===== src/rtl/ed25519_out_serializer.sv =====
// Streams each 512-bit {x, y} result as eight 64-bit big-endian beats, holding an active and a pending slot.
// Optional FINAL_REDUCE_EN: one conditional subtraction of p = 2^255-19 per coordinate on capture.
module ed25519_out_serializer #(
  parameter  int DATA_W = 64,
  parameter  int PATN_W = 256,
  localparam int BEATS  = 2 * PATN_W / DATA_W
) (
  input  logic              i_clk,
  input  logic              i_rst,
  input  logic              i_res_valid,
  output logic              o_res_ready,
  input  logic [PATN_W-1:0] i_res_x,
  input  logic [PATN_W-1:0] i_res_y,
  output logic              o_out_valid,
  input  logic              i_out_ready,
  output logic [DATA_W-1:0] o_out_data,
  output logic              o_busy
);

  localparam int RES_W = 2 * PATN_W;
  localparam int CNT_W = $clog2(BEATS);

  typedef enum logic {IDLE, SEND} state_t;

  state_t             r_state;
  logic [RES_W-1:0]   r_act;
  logic [RES_W-1:0]   r_pend;
  logic               r_pend_full;
  logic [CNT_W-1:0]   r_cnt;

  logic               w_xfer;
  logic               w_last;
  logic               w_acc;
  logic               w_act_free;
  logic [RES_W-1:0]   w_new;
  logic [RES_W-1:0]   w_shift;

  function automatic logic [PATN_W-1:0] f_reduce(input logic [PATN_W-1:0] v);
`ifdef FINAL_REDUCE_EN
    logic [PATN_W-1:0] p;
    p = {1'b0, {(PATN_W-1){1'b1}}} - PATN_W'(18);
    return (v >= p) ? v - p : v;
`else
    return v;
`endif
  endfunction

  assign w_xfer     = (r_state == SEND) && i_out_ready;
  assign w_last     = w_xfer && (r_cnt == CNT_W'(BEATS - 1));
  assign w_acc      = i_res_valid && !r_pend_full;
  assign w_act_free = (r_state == IDLE) || w_last;
  assign w_new      = {f_reduce(i_res_x), f_reduce(i_res_y)};
  // Active slot is a shift register so the current beat is always its top word.
  assign w_shift    = {r_act[RES_W-DATA_W-1:0], {DATA_W{1'b0}}};

  always_ff @(posedge i_clk) begin
    if (i_rst) begin
      r_state     <= IDLE;
      r_act       <= '0;
      r_pend      <= '0;
      r_pend_full <= 1'b0;
      r_cnt       <= '0;
    end else if (w_act_free) begin
      if (r_pend_full) begin
        r_act   <= r_pend;
        r_cnt   <= '0;
        r_state <= SEND;
        if (w_acc) r_pend <= w_new;
        else       r_pend_full <= 1'b0;
      end else if (w_acc) begin
        r_act   <= w_new;
        r_cnt   <= '0;
        r_state <= SEND;
      end else begin
        r_state <= IDLE;
        if (w_xfer) r_act <= w_shift;
      end
    end else begin
      if (w_xfer) begin
        r_act <= w_shift;
        r_cnt <= r_cnt + CNT_W'(1);
      end
      if (w_acc) begin
        r_pend      <= w_new;
        r_pend_full <= 1'b1;
      end
    end
  end

  assign o_out_valid = (r_state == SEND);
  assign o_out_data  = r_act[RES_W-1 -: DATA_W];
  assign o_res_ready = !r_pend_full;
  assign o_busy      = (r_state == SEND) || r_pend_full;

endmodule


===== config.mk =====
export PLATFORM = sky130hd
export DESIGN_NAME = ed25519_out_serializer
export DESIGN_NICKNAME = d
export VERILOG_FILES = /design/src/rtl/ed25519_out_serializer.sv
export SDC_FILE = /design/constraint.sdc
export NUM_CORES = 2
export LEC_CHECK = 0
export ABC_AREA = 1
export CORE_MARGIN = 2
export CORE_UTILIZATION = 55
export DETAILED_ROUTE_END_ITERATION = 10
export PLACE_DENSITY_LB_ADDON = 0.15
export SYNTH_ARGS = -nofsm -noshare
export SYNTH_HDL_FRONTEND = slang
export SYNTH_SLANG_ARGS = --single-unit

===== constraint.sdc =====
create_clock -name i_clk -period 2.1 [get_ports i_clk]
set_input_delay 0.63 -clock i_clk [delete_from_list [all_inputs] [get_ports i_clk]]
set_output_delay 0.63 -clock i_clk [all_outputs]
set_load 0.01 [all_outputs]

==> impl_metrics.yaml <==
logic_synthesis:
  syn-mean-instance-area_um2: 6.41
  yosys_warnings: 0
  synth_area_mm2: 0.0500
  synth-seq-area-share: 0.412
  synthDistinctLibCells: 17
  ys_ff_latch: 1029
  postSynthCellCount: 7796
  syn-num-nets: 8314
timing:
  fmax_mhz: 470
  tightest_slew_ns: 0.931
  fin_crit_sh: 1.01
  hold_violations: 0
  final_max_slew_viol_count: 0
  final.setup.tns_ns: -0.0254
  rsz0062_at_grt: "yes"
  fin_crit_ns: 2.13
  skew_ns: 0.0180
  setup_viol: 1
  fin_ws_ns: -0.0254
  slew_headroom: 0.379
floorplanning:
  dieHeight_um: 305
  dieArea_mm2: 0.0933
  ioPinCount: 583
  core_mm2: 0.0900
  dieWidth_um: 305
  initial_core_util: 0.555
  row_count: 110
placement:
  dp_hpwl_mm: 123
  portBuffers: 582
  place_congestion: 0.947
route:
  final_antenna_net_count: 0
  top_layer_used: "met5"
  drt_iter0_drc: 7724
  wl_per_cell_um: 20.3
  met1Wirelength_mm: 69.0
  via_per_inst: 5.90
  drcViolationCount: 0
  dr_wl_met3_mm: 16.4
  drt_pass1_iterations: 7
  wirelength_mm: 187
  dr_total_vias: 54300
  routed-wl-met2_mm: 87.2
run_status:
  status: "complete, but fails checks"
  violations: "negative setup slack"
clock_tree:
  htree_num_levels: 3
  cts_made_buffers: 108
  cts-root-buf: "clkbuf_16"
  clk_latency_ns: 0.70
  clk_pin_slew_worst_paths_ns: 0.06
  postCtsHoldBufs: 0
  clk_path_buf_depth: 3
  cts_tree: "built"
  clkSinkCount: 1029
grt:
  overflow: 0
  grt_first_pass_wirelength_mm: 282
  grt_max_degree: 154
  grt_pass1_vias: 49000
  antenna_found_initial: 29
  grt_use_total: 0.381
min_path:
  hold_class: "input port to flop"
worst_setup_path:
  worst-setup-path-type: "flop to output port"
  crit_path_end_kind: "output port"
  max_stage_delay_ns: 0.36
  cp_max_fo: 2
  cpMaxStageDelayCell: "dfxtp_4"
  path_cells: "or2_4 > buf_6"
  arrival_ns: 1.50
  rrSetupSlack_ns: 0.06
  start_kind: "flop"
  required_ns: 1.47
run:
  drv_cap: 0
finish:
  drive_gt1_frac: 0.0484
  syn2layout_area_growth_pct: 20.7
  fin_util: 0.670
  nets: 8419
power:
  power_density_mw_per_mm2: 823
  ir_worst_vdd_mv: 0.711
  p_leak_nw: 25.4
==> cell families after synthesis <==
kind of cell    after synthesis  synth area share
buf+inv                     791            0.0737
simple gates               4433             0.359
fa+ha+maj                     2          0.000501
flops                      1029             0.412
compound gates             1541             0.154
==> cells in the mapped netlist <==
| cell | number | area, um^2 |
|---|---|---|
| a21oi_1 | 1027 | 5140 |
| buf_1 | 38 | 143 |
| buf_2 | 148 | 741 |
| buf_4 | 109 | 818 |
| buf_6 | 16 | 180 |
| clkbuf_1 | 477 | 1790 |
| dfxtp_1 | 1029 | 20600 |
| ha_1 | 2 | 25.0 |
| inv_1 | 2 | 7.51 |
| inv_2 | 1 | 3.75 |
| nand2_1 | 3401 | 12800 |
| nand2_2 | 1 | 6.26 |
| nand3_1 | 1027 | 5140 |
| nor2_1 | 2 | 7.51 |
| nor2_8 | 1 | 20.0 |
| o21ai_0 | 514 | 2570 |
| or2_2 | 1 | 6.26 |
==> power by group <==
group	internal (mW)	total (mW)	switching (mW)
clock	11.3	19.6	8.25
sequential	20.7	21.6	0.838
combinational	3.20	8.50	5.30
total	35.2	49.6	14.4
==> placed cells by master, fill, tap and decap left out <==
cell type	netlist	layout
buf_8	0	3
bufinv_16	0	6
nand2_4	0	2
or2_4	0	1
clkbuf_8	0	29
buf_12	0	116
diode_2	0	23
inv_16	0	1
a21oi_1	1027	1027
inv_1	2	2
ha_1	2	2
nor2_1	2	2
clkdlybuf4s50_1	0	512
nand2_1	3401	3397
inv_6	0	8
nand2_2	1	1
dfxtp_4	0	2
clkinv_4	0	1
dfxtp_2	0	1
dlygate4sd2_1	0	64
clkinv_2	0	15
buf_16	0	4
nor2_8	1	1
dfxtp_1	1029	1026
o21ai_0	514	514
nand2_8	0	2
buf_6	16	3
clkbuf_1	477	30
buf_4	109	79
nand3_1	1027	1027
clkinvlp_4	0	1
clkbuf_16	0	111
==> area by class of cell <==
type                       count  area [um^2]
antenna                       23         57.6
clock buffer                 168         3240
clock inverter                31          342
fill                        8084        29700
inverter                       3         27.5
multi-input combinational   5976        25700
sequential                  1029        20600
tap                         1176         1470
timing repair buffer         783         8840
==> registers in the layout (all words and copies together), names as in the netlist <==
register and count:
r_pend 512, r_pend_full 1, r_cnt 3, r_act 512, o_out_valid 1
==> worst paths after layout <==
kind | start | end | cells past startpoint
worst max-delay path | r_pend_full | o_busy | 2
worst min-delay path | i_rst | r_pend[488] | 2
worst max register to register | r_pend_full | r_act[191] | 8
worst min register to register | r_pend[68] | r_pend[68] | 2
==> critical path, delay by kind of cell, from the launching register on <==
family,cells,cell delay [ns]
AND/OR/NAND/NOR,1,0.30
flip-flops,1,0.36
buffers and inverters,1,0.14
==> metal layers <==
layer | track usage | up-vias
li1 | - | 25600
met4 | 0.266 | 20
met5 | 0 | -
met3 | 0.0569 | 573
met2 | 0.614 | 2764
met1 | 0.470 | 25300
==> per-stage QoR <==
step / cell area (um^2) / setup slack, ns / power, mW / hold slack (ns) / instances
CTS: 60200 / -0.0613 / 49.5 / 0.221 / 9163
global route: 60300 / -0.0578 / 51.3 / 0.235 / 9182
floorplan: 50000 / 0.288 / 26.6 / 0.428 / 7796
detailed placement: 56600 / 0.0797 / 30.2 / 0.460 / 8962
finish: 60300 / -0.0254 / 49.6 / 0.247 / 9189
global placement: 56600 / 0.0911 / 30.1 / 0.441 / 8962
==> what timing repair did <==
| action | in CTS | in global routing |
|---|---|---|
| setup endpoints to repair | 67 | 37 |
| pin swaps | 1 | 1 |
| gates cloned | 0 | 2 |
| gates resized for setup | 83 | 7 |
| buffers inserted | 2 | 1 |
| endpoints found under the hold margin | 0 | 0 |
Note: power is estimated with default switching activity, not from simulation.
